### config.mk
export PLATFORM = sky130hd
export DESIGN_NAME = bf_uart_input
export DESIGN_NICKNAME = d
export VERILOG_FILES = /design/src/rtl/bf_uart_input_pkg.sv /design/src/rtl/bf_uart_input_sync_fifo.sv /design/src/rtl/bf_uart_input.sv
export SDC_FILE = /design/constraint.sdc
export NUM_CORES = 1
export LEC_CHECK = 0
export BUFFER_PORTS_ARGS = -buffer_cell sky130_fd_sc_hd__buf_2
export CAP_MARGIN = 20
export CORE_MARGIN = 3
export CORE_UTILIZATION = 50
export DETAILED_ROUTE_END_ITERATION = 12
export PLACE_DENSITY = 0.75
export RECOVER_POWER = 100
export SLEW_MARGIN = 20
export SYNTH_ARGS = -nofsm -noshare
export SYNTH_HDL_FRONTEND = slang
export SYNTH_HIERARCHICAL = 1
export SYNTH_SLANG_ARGS = --single-unit
### constraint.sdc
create_clock -name clk -period 5.69 [get_ports clk]
set_clock_uncertainty 0.15 [all_clocks]
set_input_delay 0.569 -clock clk [delete_from_list [all_inputs] [get_ports clk]]
set_output_delay 0.569 -clock clk [all_outputs]
set_load 0.02 [all_outputs]
### src/rtl/bf_uart_input_pkg.sv
// Shared constants and handshake state encodings for the UART receive bridge.
package bf_uart_input_pkg;

  localparam int BF_DATA_WIDTH         = 8;
  localparam int INPUT_FIFO_DEPTH_LOG2 = 4;

  typedef enum logic {
    IN_IDLE = 1'b0,
    IN_ACK  = 1'b1
  } in_state_t;

endpackage

### src/rtl/bf_uart_input_sync_fifo.sv
// Synchronous circular-buffer FIFO with occupancy count; a write is accepted
// when full only if a read happens in the same cycle.
module bf_uart_input_sync_fifo #(
  parameter int WIDTH      = 8,
  parameter int DEPTH_LOG2 = 4
) (
  input  logic                  clk,
  input  logic                  rst,
  input  logic                  wr_en,
  input  logic [WIDTH-1:0]      wr_data,
  input  logic                  rd_en,
  output logic [WIDTH-1:0]      rd_data,
  output logic [DEPTH_LOG2:0]   count,
  output logic                  full,
  output logic                  empty
);

  localparam int DEPTH = 1 << DEPTH_LOG2;

  logic [WIDTH-1:0]      mem [DEPTH];
  logic [DEPTH_LOG2-1:0] wr_ptr;
  logic [DEPTH_LOG2-1:0] rd_ptr;
  logic                  do_push;
  logic                  do_pop;

  // count never exceeds DEPTH, so its top bit alone marks full
  assign full    = count[DEPTH_LOG2];
  assign empty   = (count == '0);
  assign do_pop  = rd_en && !empty;
  assign do_push = wr_en && (!full || do_pop);
  assign rd_data = mem[rd_ptr];

  always_ff @(posedge clk) begin
    if (rst) begin
      wr_ptr <= '0;
      rd_ptr <= '0;
      count  <= '0;
    end else begin
      if (do_push) wr_ptr <= wr_ptr + DEPTH_LOG2'(1);
      if (do_pop)  rd_ptr <= rd_ptr + DEPTH_LOG2'(1);
      case ({do_push, do_pop})
        2'b10:   count <= count + (DEPTH_LOG2 + 1)'(1);
        2'b01:   count <= count - (DEPTH_LOG2 + 1)'(1);
        default: count <= count;
      endcase
    end
  end

  // A full push+pop writes the slot being read; rd_data is sampled before the edge.
  always_ff @(posedge clk) begin
    if (do_push) mem[wr_ptr] <= wr_data;
  end

endmodule

### src/rtl/bf_uart_input.sv
// Receive bridge: buffers UART bytes and hands one to the core per request
// through a req/valid handshake, with a sticky overflow flag for dropped bytes.
//
// state   | meaning
// IN_IDLE | waiting for input_req with a non-empty FIFO; pop and latch data
// IN_ACK  | input_valid high for this cycle only; input_req ignored
module bf_uart_input
  import bf_uart_input_pkg::*;
#(
  parameter int DATA_WIDTH = BF_DATA_WIDTH,
  parameter int DEPTH_LOG2 = INPUT_FIFO_DEPTH_LOG2
) (
  input  logic                  clk,
  input  logic                  rst,
  input  logic [DATA_WIDTH-1:0] rx_data,
  input  logic                  rx_done,
  input  logic                  input_req,
  output logic                  input_valid,
  output logic [DATA_WIDTH-1:0] input_data,
  output logic [DEPTH_LOG2:0]   fifo_count,
  output logic                  overflow,
  input  logic                  overflow_clr
);

  in_state_t             state_q;
  in_state_t             state_d;
  logic                  pop;
  logic                  drop;
  logic                  fifo_full;
  logic                  fifo_empty;
  logic [DATA_WIDTH-1:0] fifo_rd_data;

  assign pop  = (state_q == IN_IDLE) && input_req && !fifo_empty;
  assign drop = rx_done && fifo_full && !pop;

  bf_uart_input_sync_fifo #(
    .WIDTH      (DATA_WIDTH),
    .DEPTH_LOG2 (DEPTH_LOG2)
  ) u_fifo (
    .clk     (clk),
    .rst     (rst),
    .wr_en   (rx_done),
    .wr_data (rx_data),
    .rd_en   (pop),
    .rd_data (fifo_rd_data),
    .count   (fifo_count),
    .full    (fifo_full),
    .empty   (fifo_empty)
  );

  always_comb begin
    state_d     = state_q;
    input_valid = 1'b0;
    case (state_q)
      IN_IDLE: if (pop) state_d = IN_ACK;
      IN_ACK: begin
        input_valid = 1'b1;
        state_d     = IN_IDLE;
      end
      default: state_d = IN_IDLE;
    endcase
  end

  always_ff @(posedge clk) begin
    if (rst) begin
      state_q    <= IN_IDLE;
      input_data <= '0;
      overflow   <= 1'b0;
    end else begin
      state_q <= state_d;
      if (pop) input_data <= fifo_rd_data;
      // a drop in the same cycle outranks a clear
      if (drop)              overflow <= 1'b1;
      else if (overflow_clr) overflow <= 1'b0;
    end
  end

endmodule

==> results.md <==
Die:
- The core region is 0.0122 sq mm.
- From left edge to right edge, the die measures 118 microns.
- The number of top-level pins is 28.
- The effective utilization at floorplan is 52.0%.
- The cell row count is 40.
- The die is 118 microns tall.
- The total die area is 0.0140 sq mm.

Critical path:
- The largest individual stage delay along the critical path comes from the cell clkbuf_1.
- The combined buffer and inverter count along the critical path is 3.
- In this design, the stage delay of the slowest critical-path cell is 610 ps.
- The setup slack of the most critical reg-to-reg path is 1290 ps.
- Among cell families on the critical path, the largest total delay comes from compound AO/OA/AOI/OAI gates.
- Data arrives at the worst endpoint at 4560 ps.
- Traced cell by cell, the critical path runs through or4_1, nor2_1, nor3b_2, clkbuf_1, inv_1, a21boi_1, inv_1, ha_1, ha_1, a31o_1, a22o_1, nor4_1, mux2_1.
- The required time at the worst-slack endpoint is 5850 ps.
- The kind of start point of the critical path is a flip-flop.
- The endpoint class of the critical path is a flip-flop.
- Along the worst path, the maximum fanout reaches 14.
- The critical path is of the flip-flop to flip-flop type.

GRT:
- Summed over all layers, the global routing overflow is 0.
- The largest net degree at the start of global routing is 40.
- The first global-routing pass estimated 17300 microns of wire.
- Global routing used 16.6% of the available tracks.
- The via count of the first global-routing pass is 3101.
- The number of antenna violations at the first check in global routing is 0.

Logic synthesis:
- The proportion of synthesized chip area in sequential cells is 69.4%.
- The main combinational cell family by area after synthesis is multiplexers.
- After synthesis the netlist holds a flip-flop and latch count of 155.
- After synthesis, the netlist uses 40 different library cells.
- The simple-gate share of the synthesized area is 6.47%.
- The number of enable-type register cells in the synthesized netlist is 128.
- Of the total synthesized cell area, the portion taken by full adders, half adders and majority gates is 1.58%.
- After synthesis the cells add up to 0.00632 sq mm.
- For this run, the leading register cell type out of synthesis is edfxtp_1.
- The complex-gate fraction of the synthesized area is 1.39%.
- The number of instances in the synthesized netlist is 339.
- The synthesized netlist devotes 1.25% of its cell area to XOR and XNOR gates.
- When the netlist entered floorplanning its net count stood at 360.
- For this run, the number of Yosys warnings is 6.
- The average instance in the mapped netlist occupies 18.6 sq um.
- The share of cell area taken by muxes after synthesis is 17.4%.
- For this run, asynchronously set or reset flops after synthesis account for 0%.

Finish:
- The area of all placed cells without fillers is 0.00712 sq mm.
- The leading cell type in the layout, fill and taps excluded is edfxtp_1.
- After the last flow step, the layout net total stands at 393.
- The repair_antennas step left the layout with diodes totalling 0.
- The share of post-route cells with drive strength above 1 is 13.3%.
- The area growth from synthesis to layout is 12.6%.
- The library cells used most frequently in the layout, excluding fill and tap cells, are edfxtp_1, nor2_1, clkbuf_1.

Clock tree:
- The total CTS buffers is 17.
- The number of buffers inserted to repair setup after CTS is 0.
- The longest clock path from root to sink contains 2 buffers.
- The worst-skew pair later-pin latency is 420 ps.
- The number of buffers added to fix hold violations after cts is 0.
- The clock root buffer master is clkbuf_16.
- The clock-pin slew reported for the worst setup and hold paths after clock tree synthesis is 60 ps.
- TritonCTS built the clock tree.
- The clock drives 155 sinks.
- After clock tree synthesis, the repair step resized 0 gates.
- The H-tree level count is 4.

Timing:
- The hold slack is 268 ps.
- The worst pin sits at a relative slew slack of -26.3%.
- The routed design could run at a clock period as short as 4400 ps.
- The count of endpoints failing hold in the final timing report is 0.
- Setup violations remaining at the end of the flow were counted as 0.
- Setup total negative slack on the finished layout was measured at 0 ps.
- The transition time at the pin with the least slew margin is 1890 ps.
- Setup repair after global routing left no endpoint under its margin.
- For this run, the top clock speed supported by timing is 0.227 GHz.
- Of the available clock period, the critical path in the final layout requires 77.3%.
- The number of pins exceeding their max-slew limit in the final report is 33.

Flow run:
- The tool flagged a number of max-cap violations equal to 1.

Detailed routing:
- The average wire per cell in the routed design is 19.7 microns.
- The first-iteration detailed-routing DRC count is 252.
- The number of antenna-violating nets in the routed design is 0.
- After detailed routing, the number of remaining DRC violations is 0.
- The overall via count from detail_route is 3070.
- The number of iterations in the first detailed-routing pass is 4.
- Wires add up to 10900 microns.
- The post-detailed-route via-to-cell ratio is 5.56.

Run status:
- The flow ran to the end, but the final reports show violations.
- The checks that failed: max-capacitance violations, max-slew violations.

Place:
- Once detailed placement completed, the half-perimeter wirelength came to 6970 microns.
- The placed cell area is 0.00657 sq mm.
- The routability congestion estimate from global placement is 0.728.
- The number of input and output port buffers inserted is 27.

Power:
- Across the VDD grid, the largest voltage drop is 0.289 mV.
- In this run the static leakage power is 2.33 nW.
- The power density normalized to cell area is 406 mW/mm^2.

Min path:
- The path class of the tightest hold or removal check is input pin to flip-flop.
-- area by class of cell --
cell class                      count  area (sq um)
Tap cell                          168           210
Sequential cell                   155          4380
Inverter                            4          15.0
Multi-Input combinational cell    161          1780
Fill cell                         899          5050
Clock buffer                       18           429
Timing Repair Buffer               33           133
Clock inverter                     13           166
-- flip-flops by register name, indices dropped and copies added (netlist names), named ones only --
| name | count |
|---|---|
| u_fifo/mem | 128 |
| input_data | 8 |
| u_fifo/count | 5 |
| u_fifo/rd_ptr | 4 |
| u_fifo/wr_ptr | 4 |
| overflow | 1 |
| state_q | 1 |
-- report_power, final --
| part | internal [mW] | switching, mW | total, mW |
|---|---|---|---|
| clock network | 0.691 | 0.437 | 1.13 |
| logic | 0.206 | 0.200 | 0.406 |
| registers | 1.28 | 0.0779 | 1.35 |
-- synthesized netlist by cell type (2+ instances only) --
| cell type | n | share of area [%] |
|---|---|---|
| buf_6 | 4 | 0.71 |
| nor2b_1 | 2 | 0.20 |
| nor2_1 | 31 | 1.8 |
| nand2_1 | 11 | 0.65 |
| mux4_1 | 24 | 10 |
| nor3b_1 | 2 | 0.24 |
| nand2b_1 | 19 | 1.9 |
| buf_8 | 2 | 0.48 |
| nand4_1 | 2 | 0.20 |
| nor3_1 | 7 | 0.55 |
| clkbuf_1 | 8 | 0.48 |
| inv_1 | 4 | 0.24 |
| nor4_1 | 2 | 0.20 |
| xor2_1 | 6 | 0.83 |
| dfxtp_1 | 27 | 8.6 |
| buf_1 | 3 | 0.18 |
| o21a_1 | 2 | 0.24 |
| ha_1 | 8 | 1.6 |
| mux4_2 | 16 | 5.7 |
| mux2i_1 | 10 | 1.6 |
| edfxtp_1 | 128 | 61 |
| xnor2_1 | 3 | 0.42 |
-- metrics by stage --
stage	std cells	setup WS, ps	total power [mW]	utilization [%]
2_1_floorplan	339	2110	1.71	-
3_3_place_gp	521	1970	1.78	54.0
3_5_place_dp	521	1810	1.79	54.0
4_1_cts	552	1740	2.93	58.9
5_1_grt	552	956	3.00	58.5
6_report	552	1290	2.89	58.5
-- worst reg2reg max path: stages, from the launching register on --
cell,delay (ps)
dfxtp_1,470
or4_1,190
nor2_1,60
nor3b_2,160
clkbuf_1,610
inv_1,90
a21boi_1,550
inv_1,150
ha_1,360
ha_1,380
a31o_1,230
a22o_1,230
nor4_1,310
mux2_1,350
-- routing by layer --
| metal | vias to the layer above | share of wire, % | GRT usage [%] |
|---|---|---|---|
| met1 | 1546 | 45 | 22.6 |
| met3 | 13 | 4.8 | 5.07 |
| met4 | 0 | 1.2 | 6.30 |
| li1 | 1416 | - | - |
| met5 | - | 0 | 0 |
| met2 | 95 | 49 | 25.5 |
-- path summary, 6_finish.rpt --
path / start / depth (start not counted) / endpoint
hold / removal: overflow_clr / 3 / overflow
hold reg to reg: input_data[0] / 2 / input_data[0]
setup / recovery: u_fifo/count[2] / 13 / u_fifo/count[4]
setup reg to reg: u_fifo/count[2] / 13 / u_fifo/count[4]
-- cells by family after synthesis --
kind of cell,after synthesis
DFF,155
and+or+nand+nor,81
muxes,51
buffers and inverters,23
AOI/OAI and AO/OA,12
xor gates and xnor gates,9
adders and majority gates,8
Note: power is estimated with default switching activity, not from simulation.
